===== config.mk =====
export PLATFORM = sky130hd
export DESIGN_NAME = commit_trace_buffer_flat
export DESIGN_NICKNAME = d
export VERILOG_FILES = /design/src/rtl/commit_trace_buffer_pkg.sv /design/src/rtl/commit_trace_buffer_if.sv /design/src/rtl/commit_trace_buffer_trace_fifo.sv /design/src/rtl/commit_trace_buffer.sv /design/src/flat_wrapper.sv
export SDC_FILE = /design/constraint.sdc
export NUM_CORES = 2
export LEC_CHECK = 0
export ABC_AREA = 1
export ABC_CLOCK_PERIOD_IN_PS = 30600
export CELL_PAD_IN_SITES_DETAIL_PLACEMENT = 0
export CELL_PAD_IN_SITES_GLOBAL_PLACEMENT = 1
export CORE_MARGIN = 4
export CORE_UTILIZATION = 45
export DETAILED_ROUTE_END_ITERATION = 7
export HOLD_SLACK_MARGIN = 0.08
export PLACE_DENSITY_LB_ADDON = 0.05
export SYNTH_ARGS = -nofsm -noshare
export SYNTH_HDL_FRONTEND = slang
export SYNTH_SLANG_ARGS = --single-unit
export TNS_END_PERCENT = 100

===== constraint.sdc =====
create_clock -name clk -period 30.6 [get_ports clk]
set_input_delay 4.59 -clock clk [delete_from_list [all_inputs] [get_ports clk]]
set_output_delay 4.59 -clock clk [all_outputs]
set_load 0.005 [all_outputs]

===== src/rtl/commit_trace_buffer_pkg.sv =====
// rtl/commit_trace_buffer_pkg.sv - shared types and constants for the commit trace buffer
package commit_trace_buffer_pkg;

  typedef enum logic [1:0] {
    ST_RUN    = 2'd0,
    ST_DRAIN  = 2'd1,
    ST_HALTED = 2'd2
  } ctb_state_t;

  // Sized for the widest configuration; narrower builds zero-extend on push and slice on pop.
  typedef struct packed {
    logic [63:0] pc;
    logic [31:0] inst;
    logic        wen;
    logic [4:0]  rd;
    logic [63:0] wdata;
  } trace_entry_t;

  localparam int A0_IDX = 10;

endpackage


===== src/rtl/commit_trace_buffer_if.sv =====
// rtl/commit_trace_buffer_if.sv - commit, trace-pop, shadow-GPR and status signals
interface commit_trace_buffer_if #(
  parameter int XLEN   = 64,
  parameter int NR_GPR = 32
);
  localparam int RW = $clog2(NR_GPR);

  logic            commit_valid;
  logic [XLEN-1:0] commit_pc;
  logic [31:0]     commit_inst;
  logic            commit_rd_wen;
  logic [RW-1:0]   commit_rd;
  logic [XLEN-1:0] commit_rd_wdata;
  logic            commit_is_break;

  logic            trace_valid;
  logic            trace_ready;
  logic [XLEN-1:0] trace_pc;
  logic [31:0]     trace_inst;
  logic            trace_wen;
  logic [RW-1:0]   trace_rd;
  logic [XLEN-1:0] trace_wdata;

  logic [RW-1:0]   gpr_raddr;
  logic [XLEN-1:0] gpr_rdata;

  logic            halt;
  logic [XLEN-1:0] exit_code;
  logic [63:0]     instret;
  logic            overflow;

  modport master (
    output commit_valid, commit_pc, commit_inst, commit_rd_wen, commit_rd,
           commit_rd_wdata, commit_is_break, trace_ready, gpr_raddr,
    input  trace_valid, trace_pc, trace_inst, trace_wen, trace_rd, trace_wdata,
           gpr_rdata, halt, exit_code, instret, overflow
  );

  modport slave (
    input  commit_valid, commit_pc, commit_inst, commit_rd_wen, commit_rd,
           commit_rd_wdata, commit_is_break, trace_ready, gpr_raddr,
    output trace_valid, trace_pc, trace_inst, trace_wen, trace_rd, trace_wdata,
           gpr_rdata, halt, exit_code, instret, overflow
  );

endinterface


===== src/rtl/commit_trace_buffer_trace_fifo.sv =====
// rtl/commit_trace_buffer_trace_fifo.sv - registered trace FIFO with wrap-bit pointers
module trace_fifo #(
  parameter int WIDTH = 8,
  parameter int DEPTH = 8
) (
  input  logic             clk,
  input  logic             rst,
  input  logic             i_push,
  input  logic [WIDTH-1:0] i_wdata,
  input  logic             i_pop,
  output logic [WIDTH-1:0] o_rdata,
  output logic             o_empty,
  output logic             o_full
);
  localparam int AW = $clog2(DEPTH);

  logic [WIDTH-1:0] r_mem [DEPTH];
  logic [AW:0]      r_wptr;
  logic [AW:0]      r_rptr;
  logic             w_do_pop;
  logic             w_do_push;

  assign o_empty   = (r_wptr == r_rptr);
  assign o_full    = (r_wptr[AW] != r_rptr[AW]) && (r_wptr[AW-1:0] == r_rptr[AW-1:0]);
  assign w_do_pop  = i_pop && !o_empty;
  // A pop frees the head slot on the same edge, so a full FIFO can still take a push.
  assign w_do_push = i_push && (!o_full || w_do_pop);
  assign o_rdata   = r_mem[r_rptr[AW-1:0]];

  always_ff @(posedge clk) begin
    if (w_do_push) begin
      r_mem[r_wptr[AW-1:0]] <= i_wdata;
    end
  end

  always_ff @(posedge clk) begin
    if (rst) begin
      r_wptr <= '0;
      r_rptr <= '0;
    end else begin
      if (w_do_push) r_wptr <= r_wptr + 1'b1;
      if (w_do_pop)  r_rptr <= r_rptr + 1'b1;
    end
  end

endmodule


===== src/rtl/commit_trace_buffer.sv =====
// rtl/commit_trace_buffer.sv - retired-instruction trace FIFO, shadow GPRs and ebreak halt FSM
module commit_trace_buffer
  import commit_trace_buffer_pkg::*;
#(
  parameter int XLEN   = 64,
  parameter int NR_GPR = 32,
  parameter int DEPTH  = 8
) (
  input  logic                  clk,
  input  logic                  rst,
  commit_trace_buffer_if.slave  bus
);
  localparam int            RW   = $clog2(NR_GPR);
  localparam logic [RW-1:0] W_A0 = RW'(A0_IDX);

  ctb_state_t      r_state;
  logic [XLEN-1:0] r_gpr [NR_GPR];
  logic [63:0]     r_instret;
  logic            r_overflow;
  logic            r_halt;
  logic [XLEN-1:0] r_exit_code;

  logic            w_commit;
  logic            w_empty;
  logic            w_full;
  logic            w_pop;
  trace_entry_t    w_push_entry;
  trace_entry_t    w_head;

  assign w_commit = bus.commit_valid && (r_state == ST_RUN);
  assign w_pop    = bus.trace_ready && !w_empty;

  always_comb begin
    w_push_entry       = '0;
    w_push_entry.pc    = 64'(bus.commit_pc);
    w_push_entry.inst  = bus.commit_inst;
    w_push_entry.wen   = bus.commit_rd_wen;
    w_push_entry.rd    = 5'(bus.commit_rd);
    w_push_entry.wdata = 64'(bus.commit_rd_wdata);
  end

  trace_fifo #(
    .WIDTH ($bits(trace_entry_t)),
    .DEPTH (DEPTH)
  ) u_trace_fifo (
    .clk     (clk),
    .rst     (rst),
    .i_push  (w_commit),
    .i_wdata (w_push_entry),
    .i_pop   (bus.trace_ready),
    .o_rdata (w_head),
    .o_empty (w_empty),
    .o_full  (w_full)
  );

  assign bus.trace_valid = !w_empty;
  assign bus.trace_pc    = w_head.pc[XLEN-1:0];
  assign bus.trace_inst  = w_head.inst;
  assign bus.trace_wen   = w_head.wen;
  assign bus.trace_rd    = w_head.rd[RW-1:0];
  assign bus.trace_wdata = w_head.wdata[XLEN-1:0];

  assign bus.gpr_rdata = (bus.gpr_raddr == '0) ? '0 : r_gpr[bus.gpr_raddr];
  assign bus.halt      = r_halt;
  assign bus.exit_code = r_exit_code;
  assign bus.instret   = r_instret;
  assign bus.overflow  = r_overflow;

  always_ff @(posedge clk) begin
    if (rst) begin
      for (int i = 0; i < NR_GPR; i++) r_gpr[i] <= '0;
      r_instret  <= '0;
      r_overflow <= 1'b0;
    end else if (w_commit) begin
      if (bus.commit_rd_wen && (bus.commit_rd != '0)) r_gpr[bus.commit_rd] <= bus.commit_rd_wdata;
      if (r_instret != '1) r_instret <= r_instret + 64'd1;
      if (w_full && !w_pop) r_overflow <= 1'b1;
    end
  end

  always_ff @(posedge clk) begin
    if (rst) begin
      r_state     <= ST_RUN;
      r_halt      <= 1'b0;
      r_exit_code <= '0;
    end else begin
      case (r_state)
        ST_RUN: begin
          // a0 is read before this edge's GPR write lands, giving the pre-ebreak value.
          if (w_commit && bus.commit_is_break) begin
            r_state     <= ST_DRAIN;
            r_exit_code <= r_gpr[W_A0];
          end
        end
        ST_DRAIN: begin
          if (w_empty) begin
            r_state <= ST_HALTED;
            r_halt  <= 1'b1;
          end
        end
        ST_HALTED: r_state <= ST_HALTED;
        default:   r_state <= ST_RUN;
      endcase
    end
  end

endmodule


===== src/flat_wrapper.sv =====
// flat-port wrapper written by rule: the top's interface ports become plain ports
module commit_trace_buffer_flat import commit_trace_buffer_pkg::*;
#(
  parameter int XLEN   = 64,
  parameter int NR_GPR = 32,
  parameter int DEPTH  = 8
)
  (clk, rst, bus_commit_valid, bus_commit_pc, bus_commit_inst, bus_commit_rd_wen, bus_commit_rd, bus_commit_rd_wdata, bus_commit_is_break, bus_trace_ready, bus_gpr_raddr, bus_trace_valid, bus_trace_pc, bus_trace_inst, bus_trace_wen, bus_trace_rd, bus_trace_wdata, bus_gpr_rdata, bus_halt, bus_exit_code, bus_instret, bus_overflow);
  commit_trace_buffer_if #(.XLEN(XLEN), .NR_GPR(NR_GPR)) bus_i ();
  input  logic clk;
  input  logic rst;
  input wire logic [$bits(bus_i.commit_valid)-1:0] bus_commit_valid;
  input wire logic [$bits(bus_i.commit_pc)-1:0] bus_commit_pc;
  input wire logic [$bits(bus_i.commit_inst)-1:0] bus_commit_inst;
  input wire logic [$bits(bus_i.commit_rd_wen)-1:0] bus_commit_rd_wen;
  input wire logic [$bits(bus_i.commit_rd)-1:0] bus_commit_rd;
  input wire logic [$bits(bus_i.commit_rd_wdata)-1:0] bus_commit_rd_wdata;
  input wire logic [$bits(bus_i.commit_is_break)-1:0] bus_commit_is_break;
  input wire logic [$bits(bus_i.trace_ready)-1:0] bus_trace_ready;
  input wire logic [$bits(bus_i.gpr_raddr)-1:0] bus_gpr_raddr;
  output wire logic [$bits(bus_i.trace_valid)-1:0] bus_trace_valid;
  output wire logic [$bits(bus_i.trace_pc)-1:0] bus_trace_pc;
  output wire logic [$bits(bus_i.trace_inst)-1:0] bus_trace_inst;
  output wire logic [$bits(bus_i.trace_wen)-1:0] bus_trace_wen;
  output wire logic [$bits(bus_i.trace_rd)-1:0] bus_trace_rd;
  output wire logic [$bits(bus_i.trace_wdata)-1:0] bus_trace_wdata;
  output wire logic [$bits(bus_i.gpr_rdata)-1:0] bus_gpr_rdata;
  output wire logic [$bits(bus_i.halt)-1:0] bus_halt;
  output wire logic [$bits(bus_i.exit_code)-1:0] bus_exit_code;
  output wire logic [$bits(bus_i.instret)-1:0] bus_instret;
  output wire logic [$bits(bus_i.overflow)-1:0] bus_overflow;
  assign bus_i.commit_valid = bus_commit_valid;
  assign bus_i.commit_pc = bus_commit_pc;
  assign bus_i.commit_inst = bus_commit_inst;
  assign bus_i.commit_rd_wen = bus_commit_rd_wen;
  assign bus_i.commit_rd = bus_commit_rd;
  assign bus_i.commit_rd_wdata = bus_commit_rd_wdata;
  assign bus_i.commit_is_break = bus_commit_is_break;
  assign bus_i.trace_ready = bus_trace_ready;
  assign bus_i.gpr_raddr = bus_gpr_raddr;
  assign bus_trace_valid = bus_i.trace_valid;
  assign bus_trace_pc = bus_i.trace_pc;
  assign bus_trace_inst = bus_i.trace_inst;
  assign bus_trace_wen = bus_i.trace_wen;
  assign bus_trace_rd = bus_i.trace_rd;
  assign bus_trace_wdata = bus_i.trace_wdata;
  assign bus_gpr_rdata = bus_i.gpr_rdata;
  assign bus_halt = bus_i.halt;
  assign bus_exit_code = bus_i.exit_code;
  assign bus_instret = bus_i.instret;
  assign bus_overflow = bus_i.overflow;
  commit_trace_buffer #(.XLEN(XLEN), .NR_GPR(NR_GPR), .DEPTH(DEPTH)) u_core (.clk(clk), .rst(rst), .bus(bus_i));
endmodule

# ---- Yosys cells after proc, flatten, opt, wreduce, memory -nomap -nowiden
# Memories as Yosys holds them, arrays and structs flattened. A register that Yosys moved wholly into a read port is not among the register bits.
# Cells that the tools add are included.
# Widths: inputs -> output; s select.
dict set report word_totals {
  register_bits 76
  latchBits 0
  ramBits 3376
  romBits 0
  input_bits 176
  out_inout_bits 361
  wordCells 56
  n_memories 2
}
dict set report classes {
  addsub 3
  mul 0
  div 0
  magnitude_cmp 0
  eq_ne 8
  shifts 0
  muxes 17
  bitwise_logic 0
  n_reduce_logical 20
}
# memory words width read_ports rd_ports_with_merged_regs wr line_no
set memory_table {}
lappend memory_table {u_core.r_gpr 32 64 2 1 32 commit_trace_buffer.sv:17} ;# logic [XLEN-1:0] r_gpr [NR_GPR];
lappend memory_table {u_core.u_trace_fifo.r_mem 8 166 1 1 1 commit_trace_buffer_trace_fifo.sv:17} ;# logic [WIDTH-1:0] r_mem [DEPTH];
# operator n
set op_table {}
lappend op_table {{$mux 64} 2}
lappend op_table {{$add 64x1->64 const B} 1}
lappend op_table {{$ne 64x64->1 const B} 1}
lappend op_table {{$reduce_or 64->1} 1}
lappend op_table {{$reduce_and 2->1} 5}
lappend op_table {{$mux 1} 9}
lappend op_table {{$add 4x1->4 const B} 2}
lappend op_table {{$logic_and 1x1->1} 7}
lappend op_table {{$mux 3} 2}
lappend op_table {{$pmux 2 s3} 1}
lappend op_table {{$logic_not 5->1} 1}
lappend op_table {{$mux 5} 1}
lappend op_table {{$reduce_bool 5->1} 1}
lappend op_table {{$eq 4x4->1} 1}
lappend op_table {{$mux 2} 2}
lappend op_table {{$eq 3x3->1} 1}
lappend op_table {{$logic_not 1->1} 3}
lappend op_table {{$eq 2x1->1 const B} 1}
lappend op_table {{$eq 2x2->1 const B} 1}
lappend op_table {{$logic_not 2->1} 1}
lappend op_table {{$ne 2x1->1 const B} 1}
lappend op_table {{$ne 2x2->1 const B} 1}
lappend op_table {{$logic_or 1x1->1} 1}
lappend op_table {{$ne 1x1->1} 1}

# ---- Depth between registers and ports, before layout
dict set report logic_depth {
  ltp_word 8
  depth_mapped 14
  ltp_nobuf 14
}

# ---- Hierarchy
# A second synthesis with hierarchy kept.
dict set report unflattened {
  cells_unflattened 14411
  hier_area_um2 149946.3
}
# mod n_inst cells_per_inst area_per_inst_um2 seq_area_each_um2
set modules_own_cells {}
lappend modules_own_cells {commit_trace_buffer 1 10412 98019.0 64141.5}
lappend modules_own_cells {trace_fifo 1 3999 51927.3 40098.5}

# ---- Worst setup path before layout
# No wires, ideal clock.
dict set report synth_timing {
  path_kind {input to register}
  start {in bus_commit_valid}
  end {mem u_core.u_trace_fifo.r_mem[6][0] (netlist bit), enable pin}
  setup_ns 0.896
  arrival_time_ns 16.649
  required_ns 29.704
  slack_ns 13.054
  stages 6
  n_path_buf 2
  path_cell_list {nand2_2 -> inv_2 -> buf_2 -> buf_1 -> nand3_1 -> nor3_1}
}
dict set report synth_between {
  elab_chain_len 4
}
# element line_no
set synth_rtl {}
lappend synth_rtl {{from (decl)} flat_wrapper.sv:12} ;# input wire logic [$bits(bus_i.commit_valid)-1:0] bus_commit_valid;
lappend synth_rtl {{$logic_and 1x1->1} commit_trace_buffer.sv:30} ;# assign w_commit = bus.commit_valid && (r_state == ST_RUN);
lappend synth_rtl {{$logic_and 1x1->1} commit_trace_buffer_trace_fifo.sv:27} ;# assign w_do_push = i_push && (!o_full || w_do_pop);
lappend synth_rtl {{$mux 1} commit_trace_buffer_trace_fifo.sv:31} ;# if (w_do_push) begin
lappend synth_rtl {{$mux 1 (implied by the code)} commit_trace_buffer_trace_fifo.sv:32} ;# r_mem[r_wptr[AW-1:0]] <= i_wdata;
lappend synth_rtl {{to (decl)} commit_trace_buffer_trace_fifo.sv:17}
# Every way passes these cells.

# ---- Worst setup path in the final report
dict set report layout_timing {
  start {in bus_gpr_raddr[0]}
  end {out bus_gpr_rdata[39]}
}
dict set report layout_between {
  elab_chain_len 2
  elab_cells_between_ends 3
  classes_between {mux: 1; reduce/logical: 1; memory: 1}
}
# element line_no
set layout_rtl {}
lappend layout_rtl {{from (decl)} flat_wrapper.sv:20} ;# input wire logic [$bits(bus_i.gpr_raddr)-1:0] bus_gpr_raddr;
lappend layout_rtl {{$mem_v2 32x64 / $logic_not 5->1 (equally long branches)} -}
lappend layout_rtl {{$mux 64 *} commit_trace_buffer.sv:63} ;# assign bus.gpr_rdata = (bus.gpr_raddr == '0) ? '0 : r_gpr[bus.gpr_raddr];
lappend layout_rtl {{to (decl)} flat_wrapper.sv:27} ;# output wire logic [$bits(bus_i.gpr_rdata)-1:0] bus_gpr_rdata;
# Mark *: on every way between the ends. The rest lies on a longest branch, timed or not.

==> results.json <==
{
  "start_util": 0.452,
  "grt_overflow": 0,
  "finalNetCount": 14326,
  "synth_top_area_cell": "edfxtp_1",
  "synth_area_leaders": "edfxtp_1 68%, nor2_1 8.7%, nand2_1 7.2%",
  "peakVddDrop_uv": 60.4,
  "max_clock_freq_ghz": 0.0695,
  "ant_nets": 0,
  "wire_per_inst_um": 27.8,
  "cts_setup_buffers": 0,
  "clockBufferDepth": 4,
  "wl_um": 524000,
  "maxSlewViolCount": 0,
  "synth_edf_count": 3376,
  "clk_root_buffer_cell": "clkbuf_16",
  "port_buffers": 536,
  "worst_pin_slew_ps": 1310,
  "rsz0062_at_grt": "false",
  "cts_resized": 0,
  "h-tree-depth": 5,
  "synth_seq_cells": 3519,
  "yosysWarnings": 0,
  "end_kind": "primary output",
  "relSlewSlack": 0.127,
  "synth_cell_types": 36,
  "worst_ep_required_time_ps": 26010,
  "power_leakage_nw": 62.3,
  "cp-startpoint": "bus_gpr_raddr[0]",
  "crit_fanout": 86,
  "period_minus_slack_ps": 14400,
  "synth.top_cell.area_share": 0.680,
  "row_count": 211,
  "clock_latency_ps": 970,
  "cp-start-kind": "primary input",
  "syn_area_per_cell_sq_um": 10.5,
  "outcome": "finished clean",
  "dieArea_sq_um": 341000,
  "final_cells": 18842,
  "power.density_nw_per_um2": 72.6,
  "setup.worst_path.class": "in2out",
  "die_y_um": 584,
  "synth_flop_cell": "edfxtp_1",
  "min_from": "u_core.bus.halt",
  "cts_buffers": 383,
  "endpoint": "bus_gpr_rdata[39]",
  "finalSetupTns_ps": 0,
  "drt_first_pass_iters": 6,
  "route.vias.total": 109249,
  "finalSetupViolations": 0,
  "globalplace.congestion": 0.832,
  "fin_util": 0.513,
  "grt_max_degree": 215,
  "grt_pass1_wl_um": 746000,
  "cap_violations": 0,
  "synth_cells": 14150,
  "hold_path.class": "reg2reg",
  "num-fill-cells": 29280,
  "grt_use_total": 0.299,
  "fin_hold_ws_ps": 460,
  "synthArstFlopShare": 0,
  "hold_violations": 0,
  "drive_gt1_frac": 0.0533,
  "yosysSeqAreaShare": 0.699,
  "rr_worst_depth": 11,
  "place_hpwl_um": 263000,
  "drt_iter0_markers": 11535,
  "io_pins": 537,
  "antenna_found_initial": 37,
  "finalClockSkew_ps": 34.8,
  "r2r-start": "u_core.r_state[0]",
  "synthesis.area_sq_um": 149000,
  "fin_crit_sh": 0.471,
  "drc": 0,
  "r2r-end": "u_core.u_trace_fifo.r_mem[3][90]",
  "cts_tree": "yes",
  "placed_cells": 18125,
  "r2r_slack_ps": 24850,
  "core_area_sq_um": 330000,
  "synthToLayoutAreaGrowth_pct": 13.6,
  "cts_hold_buf": 0,
  "clkTransAtPathRegs_ps": 60,
  "die_x_um": 584,
  "arrival_ps": 9810,
  "vias_per_cell": 5.80,
  "clock-sinks": 3519,
  "grt_pass1_vias": 104939
}
-- cell type report --
class | count | area, sq um | share of cell area
clock buffer | 486 | 10200 | 0.0604
antenna | 22 | 55.1 | 0.000325
sequential | 3519 | 104000 | 0.615
timing repair buffer | 703 | 6800 | 0.0401
multi-input combinational | 9393 | 40500 | 0.239
clock inverter | 209 | 1530 | 0.00904
tap | 4366 | 5460 | 0.0322
inverter | 144 | 609 | 0.00360
-- metal layers --
| layer | vias to the layer above | track usage | wire length [um] |
|---|---|---|---|
| met5 | - | 0 | 115 |
| met4 | 18 | 0.105 | 20000 |
| met3 | 930 | 0.0483 | 41500 |
| met2 | 4771 | 0.492 | 249000 |
| met1 | 55083 | 0.403 | 213000 |
| li1 | 48447 | - | - |
-- power breakdown --
part | leakage [nW] | switching, mW | internal (mW) | total (mW)
clock | 5.77 | 1.92 | 2.52 | 4.45
combinational | 22.2 | 1.47 | 0.766 | 2.24
sequential | 34.3 | 0.0800 | 5.53 | 5.61
-- worst min-delay path by stage --
stage | endpoint | slack (ps) | cells past startpoint
2_1_floorplan | u_core.r_state[1] | 440 | 2
3_3_place_gp | u_core.r_state[1] | 450 | 2
3_5_place_dp | u_core.bus.halt | 450 | 2
4_1_cts | u_core.bus.halt | 460 | 2
5_1_grt | u_core.r_state[1] | 480 | 2
6_report | u_core.bus.halt | 460 | 2
-- synthesized netlist by cell type (2+ instances only) --
| master | n |
|---|---|
| nor2_1 | 3453 |
| edfxtp_1 | 3376 |
| nand2_1 | 2854 |
| nand3_1 | 1649 |
| o21ai_0 | 730 |
| clkbuf_1 | 692 |
| buf_2 | 397 |
| a21oi_1 | 175 |
| o22ai_1 | 170 |
| a31oi_1 | 166 |
| dfxtp_1 | 143 |
| inv_1 | 136 |
| buf_1 | 63 |
| and3_1 | 49 |
| nor3_1 | 20 |
| nand4_1 | 16 |
| o221ai_1 | 12 |
| ha_1 | 6 |
| buf_4 | 5 |
| inv_2 | 5 |
| o31ai_1 | 5 |
| and2_1 | 3 |
| nand3b_1 | 3 |
| nor2_2 | 3 |
| xnor2_1 | 3 |
| xor2_1 | 3 |
| clkinv_1 | 2 |
| nor3_4 | 2 |
| o211ai_1 | 2 |
-- through the flow --
stage,instance area (sq um),total power [mW],setup slack (ps)
after floorplan,149000,6.92,13050
after global placement,158000,7.94,16260
after detailed placement,158000,7.97,16280
after CTS,169000,12.4,16250
after global routing,169000,12.8,16020
final,169000,12.3,16200
-- cells in the final DEF (no fill, tap or decap), drive strengths merged --
cell type,instances
o21a,1
nor3b,1
clkbuf,487
clkinv,175
dfxtp,143
and2,3
nand3b,3
nand3,1650
a31oi,166
o31ai,5
a21oi,175
nand4,17
xnor2,3
ha,6
and3,49
o211ai,2
buf,172
conb,64
nor3,22
diode,22
clkinvlp,5
o21ai,730
o22ai,170
o221ai,12
nand2,2855
inv,153
clkdlybuf4s50,530
xor2,3
edfxtp,3376
nor2,3456
bufinv,20
-- logic make-up (layout without fill, tap and decap cells) --
group	after synthesis	count (layout)	share of synthesized area
AND/OR/NAND/NOR	8056	8056	0.218
flip-flops	3519	3519	0.699
buffers and inverters	1301	1542	0.0362
AO/OA/AOI/OAI	1261	1261	0.0456
adder cells (fa/ha/maj)	6	6	0.000503
XOR/XNOR	6	6	0.000352
other	1	86	0.0000251
-- flip-flops by register name, indices dropped and copies added (netlist names), named ones only --
signal	cells
u_core.r_gpr	2048
u_core.u_trace_fifo.r_mem	1328
u_core.bus.exit_code	64
u_core.bus.instret	64
u_core.u_trace_fifo.r_rptr	4
u_core.u_trace_fifo.r_wptr	4
u_core.r_state	2
u_core.bus.halt	1
u_core.bus.overflow	1
-- critical path: stages --
cell and delay (ps):
buf_8 500, buf_4 820, buf_4 930, buf_4 870, nand2_1 110, nand3_1 120
nand3_1 80, nand2_1 140, nand2_1 60, nand2_1 90, o21ai_0 250, nor2_1 480
clkdlybuf4s50_1 590
Note: power is estimated with default switching activity, not from simulation.
